**src/rtl/mem_arbiter_pkg.sv**
```systemverilog
// Shared types and helpers for the two-client DRAM port arbiter.
package mem_arbiter_pkg;

  typedef enum logic [1:0] {
    MARB_IDLE      = 2'd0,
    MARB_GRANT     = 2'd1,
    MARB_WAIT_RESP = 2'd2
  } marb_state_t;

  localparam logic OWNER_IC = 1'b0;
  localparam logic OWNER_DC = 1'b1;

  function automatic int ceil_log2(input int value);
    int r;
    r = 0;
    while ((1 << r) < value) r++;
    return r;
  endfunction

endpackage

```
**src/rtl/mem_arb_mux.sv**
```systemverilog
// Combinational client steering: 2:1 request mux toward DRAM, ready/valid demux back to the owner.
module mem_arb_mux
  import mem_arbiter_pkg::*;
#(
  parameter int MEM_DATA_BITS = 128,
  parameter int MEM_ADDR_BITS = 28
) (
  input  logic                       sel,
  input  logic                       req_en,
  input  logic                       data_en,
  input  logic                       resp_en,
  input  logic                       ic_req_valid,
  input  logic                       ic_req_rw,
  input  logic [MEM_ADDR_BITS-1:0]   ic_req_addr,
  input  logic                       ic_data_valid,
  input  logic [MEM_DATA_BITS-1:0]   ic_data_bits,
  input  logic [MEM_DATA_BITS/8-1:0] ic_data_mask,
  input  logic                       dc_req_valid,
  input  logic                       dc_req_rw,
  input  logic [MEM_ADDR_BITS-1:0]   dc_req_addr,
  input  logic                       dc_data_valid,
  input  logic [MEM_DATA_BITS-1:0]   dc_data_bits,
  input  logic [MEM_DATA_BITS/8-1:0] dc_data_mask,
  output logic                       ic_req_ready,
  output logic                       ic_data_ready,
  output logic                       ic_resp_valid,
  output logic                       dc_req_ready,
  output logic                       dc_data_ready,
  output logic                       dc_resp_valid,
  output logic                       mem_req_valid,
  output logic [MEM_ADDR_BITS-1:0]   mem_req_addr,
  output logic                       mem_req_rw,
  output logic                       mem_req_data_valid,
  output logic [MEM_DATA_BITS-1:0]   mem_req_data_bits,
  output logic [MEM_DATA_BITS/8-1:0] mem_req_data_mask,
  input  logic                       mem_req_ready,
  input  logic                       mem_req_data_ready,
  input  logic                       mem_resp_valid,
  output logic                       sel_req_valid,
  output logic                       sel_rw
);

  logic is_dc;
  logic sel_data_valid;

  // Separate assigns keep the req_fire -> data_en feedback acyclic per signal.
  assign is_dc          = (sel == OWNER_DC);
  assign sel_req_valid  = is_dc ? dc_req_valid  : ic_req_valid;
  assign sel_rw         = is_dc ? dc_req_rw     : ic_req_rw;
  assign sel_data_valid = is_dc ? dc_data_valid : ic_data_valid;

  assign mem_req_valid      = req_en & sel_req_valid;
  assign mem_req_addr       = req_en ? (is_dc ? dc_req_addr : ic_req_addr) : '0;
  assign mem_req_rw         = req_en & sel_rw;
  assign mem_req_data_valid = data_en & sel_data_valid;
  assign mem_req_data_bits  = data_en ? (is_dc ? dc_data_bits : ic_data_bits) : '0;
  assign mem_req_data_mask  = data_en ? (is_dc ? dc_data_mask : ic_data_mask) : '0;

  assign ic_req_ready  = req_en  & ~is_dc & mem_req_ready;
  assign dc_req_ready  = req_en  &  is_dc & mem_req_ready;
  assign ic_data_ready = data_en & ~is_dc & mem_req_data_ready;
  assign dc_data_ready = data_en &  is_dc & mem_req_data_ready;
  assign ic_resp_valid = resp_en & ~is_dc & mem_resp_valid;
  assign dc_resp_valid = resp_en &  is_dc & mem_resp_valid;

endmodule

```
**src/rtl/mem_arbiter.sv**
```systemverilog
// Round-robin owner of the single DRAM port between icache and dcache, one whole transaction per grant.
module mem_arbiter
  import mem_arbiter_pkg::*;
#(
  parameter int MEM_DATA_BITS = 128,
  parameter int MEM_ADDR_BITS = 28,
  parameter int READ_BEATS    = 4
) (
  input  logic                       clk,
  input  logic                       reset_n,
  input  logic                       ic_mem_req_valid,
  output logic                       ic_mem_req_ready,
  input  logic [MEM_ADDR_BITS-1:0]   ic_mem_req_addr,
  input  logic                       ic_mem_req_rw,
  input  logic                       ic_mem_req_data_valid,
  output logic                       ic_mem_req_data_ready,
  input  logic [MEM_DATA_BITS-1:0]   ic_mem_req_data_bits,
  input  logic [MEM_DATA_BITS/8-1:0] ic_mem_req_data_mask,
  output logic                       ic_mem_resp_valid,
  output logic [MEM_DATA_BITS-1:0]   ic_mem_resp_data,
  input  logic                       dc_mem_req_valid,
  output logic                       dc_mem_req_ready,
  input  logic [MEM_ADDR_BITS-1:0]   dc_mem_req_addr,
  input  logic                       dc_mem_req_rw,
  input  logic                       dc_mem_req_data_valid,
  output logic                       dc_mem_req_data_ready,
  input  logic [MEM_DATA_BITS-1:0]   dc_mem_req_data_bits,
  input  logic [MEM_DATA_BITS/8-1:0] dc_mem_req_data_mask,
  output logic                       dc_mem_resp_valid,
  output logic [MEM_DATA_BITS-1:0]   dc_mem_resp_data,
  output logic                       mem_req_valid,
  input  logic                       mem_req_ready,
  output logic [MEM_ADDR_BITS-1:0]   mem_req_addr,
  output logic                       mem_req_rw,
  output logic                       mem_req_data_valid,
  input  logic                       mem_req_data_ready,
  output logic [MEM_DATA_BITS-1:0]   mem_req_data_bits,
  output logic [MEM_DATA_BITS/8-1:0] mem_req_data_mask,
  input  logic                       mem_resp_valid,
  input  logic [MEM_DATA_BITS-1:0]   mem_resp_data,
  output logic                       proto_err
);

  localparam int BEAT_W = (ceil_log2(READ_BEATS) < 1) ? 1 : ceil_log2(READ_BEATS);
  localparam logic [BEAT_W-1:0] LAST_BEAT = BEAT_W'(READ_BEATS - 1);

  marb_state_t       state;
  logic              owner;
  logic              last_owner;
  logic              req_done;
  logic              data_done;
  logic [BEAT_W-1:0] beat_cnt;

  logic grant_en, resp_en, req_en, data_en;
  logic req_fire, data_fire;
  logic sel_req_valid, sel_rw;
  logic winner;

  assign grant_en  = (state == MARB_GRANT);
  assign resp_en   = (state == MARB_WAIT_RESP);
  assign req_en    = grant_en & ~req_done;
  assign req_fire  = mem_req_valid & mem_req_ready;
  // Write data may go out with the request beat or after it, never before.
  assign data_en   = grant_en & ~data_done & (req_done | (req_fire & sel_rw));
  assign data_fire = mem_req_data_valid & mem_req_data_ready;

  // Tie goes to whoever did not finish the previous transaction.
  assign winner = (ic_mem_req_valid & dc_mem_req_valid) ? ~last_owner : dc_mem_req_valid;

  assign ic_mem_resp_data = mem_resp_data;
  assign dc_mem_resp_data = mem_resp_data;

  mem_arb_mux #(
    .MEM_DATA_BITS (MEM_DATA_BITS),
    .MEM_ADDR_BITS (MEM_ADDR_BITS)
  ) u_mux (
    .sel                (owner),
    .req_en             (req_en),
    .data_en            (data_en),
    .resp_en            (resp_en),
    .ic_req_valid       (ic_mem_req_valid),
    .ic_req_rw          (ic_mem_req_rw),
    .ic_req_addr        (ic_mem_req_addr),
    .ic_data_valid      (ic_mem_req_data_valid),
    .ic_data_bits       (ic_mem_req_data_bits),
    .ic_data_mask       (ic_mem_req_data_mask),
    .dc_req_valid       (dc_mem_req_valid),
    .dc_req_rw          (dc_mem_req_rw),
    .dc_req_addr        (dc_mem_req_addr),
    .dc_data_valid      (dc_mem_req_data_valid),
    .dc_data_bits       (dc_mem_req_data_bits),
    .dc_data_mask       (dc_mem_req_data_mask),
    .ic_req_ready       (ic_mem_req_ready),
    .ic_data_ready      (ic_mem_req_data_ready),
    .ic_resp_valid      (ic_mem_resp_valid),
    .dc_req_ready       (dc_mem_req_ready),
    .dc_data_ready      (dc_mem_req_data_ready),
    .dc_resp_valid      (dc_mem_resp_valid),
    .mem_req_valid      (mem_req_valid),
    .mem_req_addr       (mem_req_addr),
    .mem_req_rw         (mem_req_rw),
    .mem_req_data_valid (mem_req_data_valid),
    .mem_req_data_bits  (mem_req_data_bits),
    .mem_req_data_mask  (mem_req_data_mask),
    .mem_req_ready      (mem_req_ready),
    .mem_req_data_ready (mem_req_data_ready),
    .mem_resp_valid     (mem_resp_valid),
    .sel_req_valid      (sel_req_valid),
    .sel_rw             (sel_rw)
  );

  always_ff @(posedge clk or negedge reset_n) begin
    if (!reset_n) begin
      state      <= MARB_IDLE;
      owner      <= OWNER_IC;
      last_owner <= OWNER_DC;
      req_done   <= 1'b0;
      data_done  <= 1'b0;
      beat_cnt   <= '0;
      proto_err  <= 1'b0;
    end else begin
      if (mem_resp_valid && !resp_en) proto_err <= 1'b1;
      case (state)
        MARB_IDLE: begin
          if (ic_mem_req_valid || dc_mem_req_valid) begin
            owner <= winner;
            state <= MARB_GRANT;
          end
        end
        MARB_GRANT: begin
          if (!req_done && !sel_req_valid) begin
            // Withdrawn before acceptance: release without rotating priority.
            state <= MARB_IDLE;
          end else begin
            if (req_fire)  req_done  <= 1'b1;
            if (data_fire) data_done <= 1'b1;
            if (req_fire && !sel_rw) begin
              state    <= MARB_WAIT_RESP;
              beat_cnt <= '0;
              req_done <= 1'b0;
            end else if ((req_done || req_fire) && (data_done || data_fire)) begin
              state      <= MARB_IDLE;
              last_owner <= owner;
              req_done   <= 1'b0;
              data_done  <= 1'b0;
            end
          end
        end
        MARB_WAIT_RESP: begin
          if (mem_resp_valid) begin
            if (beat_cnt == LAST_BEAT) begin
              beat_cnt   <= '0;
              state      <= MARB_IDLE;
              last_owner <= owner;
            end else begin
              beat_cnt <= beat_cnt + BEAT_W'(1);
            end
          end
        end
        default: state <= MARB_IDLE;
      endcase
    end
  end

endmodule

```
**config.mk**
```make
export PLATFORM = sky130hd
export DESIGN_NAME = mem_arbiter
export DESIGN_NICKNAME = d
export VERILOG_FILES = /design/src/rtl/mem_arbiter_pkg.sv /design/src/rtl/mem_arb_mux.sv /design/src/rtl/mem_arbiter.sv
export SDC_FILE = /design/constraint.sdc
export NUM_CORES = 1
export LEC_CHECK = 0
export ABC_CLOCK_PERIOD_IN_PS = 3000
export CAP_MARGIN = 5
export CORE_AREA = 2 2 357 359
export CTS_CLUSTER_SIZE = 16
export DETAILED_ROUTE_END_ITERATION = 10
export DIE_AREA = 0 0 359 361
export DONT_BUFFER_PORTS = 1
export PLACE_DENSITY = 0.3
export SLEW_MARGIN = 0
export SYNTH_ARGS = -nofsm -noshare
export SYNTH_HDL_FRONTEND = slang
export SYNTH_SLANG_ARGS = --single-unit
```
**constraint.sdc**
```tcl
create_clock -name clk -period 3 [get_ports clk]
set_clock_uncertainty 0.15 [all_clocks]
set_input_delay 0.3 -clock clk [delete_from_list [all_inputs] [get_ports clk]]
set_output_delay 0.3 -clock clk [all_outputs]
set_load 0.03 [all_outputs]
```
==> impl_metrics.py <==
metrics = {
    "synth": {
        "synth_area_leaders": "buf_4 40%, mux2i_1 34%, nor2_1 13%, dfrtp_1 3.9%, buf_2 0.98%",
        "seq_area_frac_synth_pct": 4.44,
        "yosys_warnings": 0,
        "ys_types": 34,
        "syn_inst": 705,
        "post-synth-top-area-cell": "buf_4",
        "syn_area_per_cell_um2": 7.24,
        "synth-seq-cells": 9,
        "async_flop_share_pct": 100,
        "syn_area_um2": 5100,
        "synth-main-ff-cell": "dfrtp_1",
        "syn_nets": 1189,
        "synth_top_area_share_pct": 40.2,
        "synth_edf_count": 0,
    },
    "timing": {
        "fin_crit_sh_pct": 104,
        "final.setup.worst_slack_ns": -0.132,
        "whs_ns": 0.0367,
        "finalMaxSlewViolations": 18,
        "tightestPinTransition_ns": 1.53,
        "finalHoldViolCount": 0,
        "fin_crit_ns": 3.13,
        "rsz0062_at_grt": "true",
        "slew-limit-headroom_pct": -2.25,
        "fmax_ghz": 0.319,
        "finalSetupViolations": 11,
    },
    "critical_path": {
        "slowest_delay_ns": 0.82,
        "worst-path-buf-inv": 2,
        "cp_slowest_cell": "mux2i_1",
        "cp_cell_sequence": "buf_12, mux2i_1, nor2_1, buf_4",
        "start_kind": "flop",
        "endpoint_kind": "primary output",
        "crit_family": "multiplexers",
        "startpoint": "owner",
        "crit-reg2reg-launch": "req_done",
        "required_ns": 2.55,
        "crit_fanout": 122,
        "crit_type": "reg2out",
        "crit_arrival_ns": 2.68,
    },
    "grt": {
        "grt_first_pass_wirelength_mm": 78.2,
        "grt_overflow": 0,
        "track_usage_pct": 10.0,
        "antenna_found_initial": 15,
        "grt_max_degree": 123,
        "grt_pass1_vias": 4543,
    },
    "placement": {
        "routabilityCongestion": 0.778,
        "portBuffers": 0,
        "dp_hpwl_mm": 64.6,
    },
    "clock_tree": {
        "postCtsSetupBuffers": 0,
        "cts.path.max_buffers": 2,
        "clock_sinks": 9,
        "cts_buffers": 3,
        "htree_levels": 1,
        "tritoncts": "built",
        "clockRootBuffer": "clkbuf_16",
        "clock_latency_ns": 0.23,
        "clk_pin_slew_worst_paths_ns": 0.04,
    },
    "run_status": {
        "status": "complete, but fails checks",
        "violations": "slew limit, setup timing",
    },
    "final_layout": {
        "regArea_um2": 230,
        "areaGrowthSynthToFinish_pct": 40.7,
        "layout_common_cells": "173 x nor2_1, 144 x buf_4, 143 x mux2i_1",
        "fillers": 14800,
        "multi_input_area_um2": 2970,
        "layout.nets": 1078,
        "drive_gt1_share_pct": 38.8,
        "final_util_pct": 5.72,
        "layout_commonest_cell": "nor2_1",
    },
    "min_path": {
        "hold_class": "in2reg",
        "hold_start": "mem_resp_valid",
    },
    "die": {
        "die_w_um": 359,
        "coreArea_um2": 125000,
        "rows": 130,
        "die_area_um2": 130000,
        "die_h_um": 361,
        "initial_core_util_pct": 4.07,
        "io_pins": 921,
    },
    "routing": {
        "ant_nets": 0,
        "drt_iter0_markers": 273,
        "wire_per_inst_um": 30.4,
        "wl_mm": 68.4,
        "firstDrtPassIters": 4,
        "drcViolationCount": 0,
        "vias": 4574,
        "vias_per_cell": 2.03,
    },
    "power": {
        "p_leak_nw": 2.67,
        "power.density_nw_per_um2": 1080,
        "peakVddDrop_uv": 784,
    },
    "flow_run": {
        "max-cap-violations": 0,
    },
}
[what timing repair did]
action / CTS / global route
gates cloned: 0 / 0
setup endpoints to repair: 29 / 25
hold endpoints to repair: 9 / 0
hold buffers: 1 / 0
gates resized for setup: 32 / 12
[synth_stat cells, drive strengths merged, types with 2 or more instances]
cell type / count
inv: 4
a21oi: 3
nor2: 179
a31o: 2
nand2: 5
nor3: 3
a21o: 2
nor3b: 2
and4: 2
mux2i: 175
buf: 284
clkbuf: 13
nand3b: 2
o21ai: 2
and2: 2
nand3: 2
dfrtp: 8
[metal layers]
layer / wire (um) / vias to the layer above / GRT usage, %
met5: 29 / - / 0.0740
met4: 1210 / 4 / 1.57
met3: 11300 / 66 / 7.05
met2: 30400 / 662 / 15.9
met1: 25500 / 2008 / 11.0
li1: - / 1834 / -
[kinds of logic (layout without fill, tap and decap cells)]
kind of cell	Yosys count	after routing	synth area share, %
AOI/OAI and AO/OA	15	15	2.13
other	0	7	0
muxes	176	176	34.6
buffers and inverters	301	189	42.5
DFF	9	9	4.44
adders and majority gates	1	1	0.245
and+or+nand+nor	203	203	16.2
[final timing paths]
check,end,slack (ns),cells after the start
min reg2reg,beat_cnt[0],0.40,1
min,proto_err,0.04,1
max reg2reg,beat_cnt[0],0.67,4
max in group asynchronous,owner,1.99,1
min in group asynchronous,beat_cnt[1],0.33,1
max,mem_req_addr[2],-0.13,4
[state kept, by name (all words and copies together), names as in the netlist]
register	flops
state	2
beat_cnt	2
owner	1
data_done	1
last_owner	1
req_done	1
proto_err	1
[where the power goes]
group	total [mW]	internal, mW	switching, mW
Clock	0.236	0.178	0.0579
Combinational	7.26	2.46	4.80
Sequential	0.223	0.171	0.0522
Total	7.72	2.81	4.91
[layout make-up]
class,count,share of cell area (%)
Antenna cell,7,0.244
Inverter,4,0.209
Sequential cell,9,3.21
Tap cell,1650,28.8
Multi-Input combinational cell,395,41.3
Timing Repair Buffer,181,25.2
Clock buffer,4,1.10
[stage by stage]
stage	instance area (um2)	setup slack (ns)	total power [mW]	TNS [ns]	std cells
floorplan	5100	0.769	4.65	0	705
finish	7180	-0.132	7.72	-0.532	2250
CTS	7100	-0.205	8.00	-0.710	2243
detailed placement	6850	-0.213	7.59	-0.702	2238
global placement	6850	-0.175	7.57	-0.495	2238
global route	7170	-0.0999	8.23	-0.898	2247
Power figures use the tool's default switching activity.
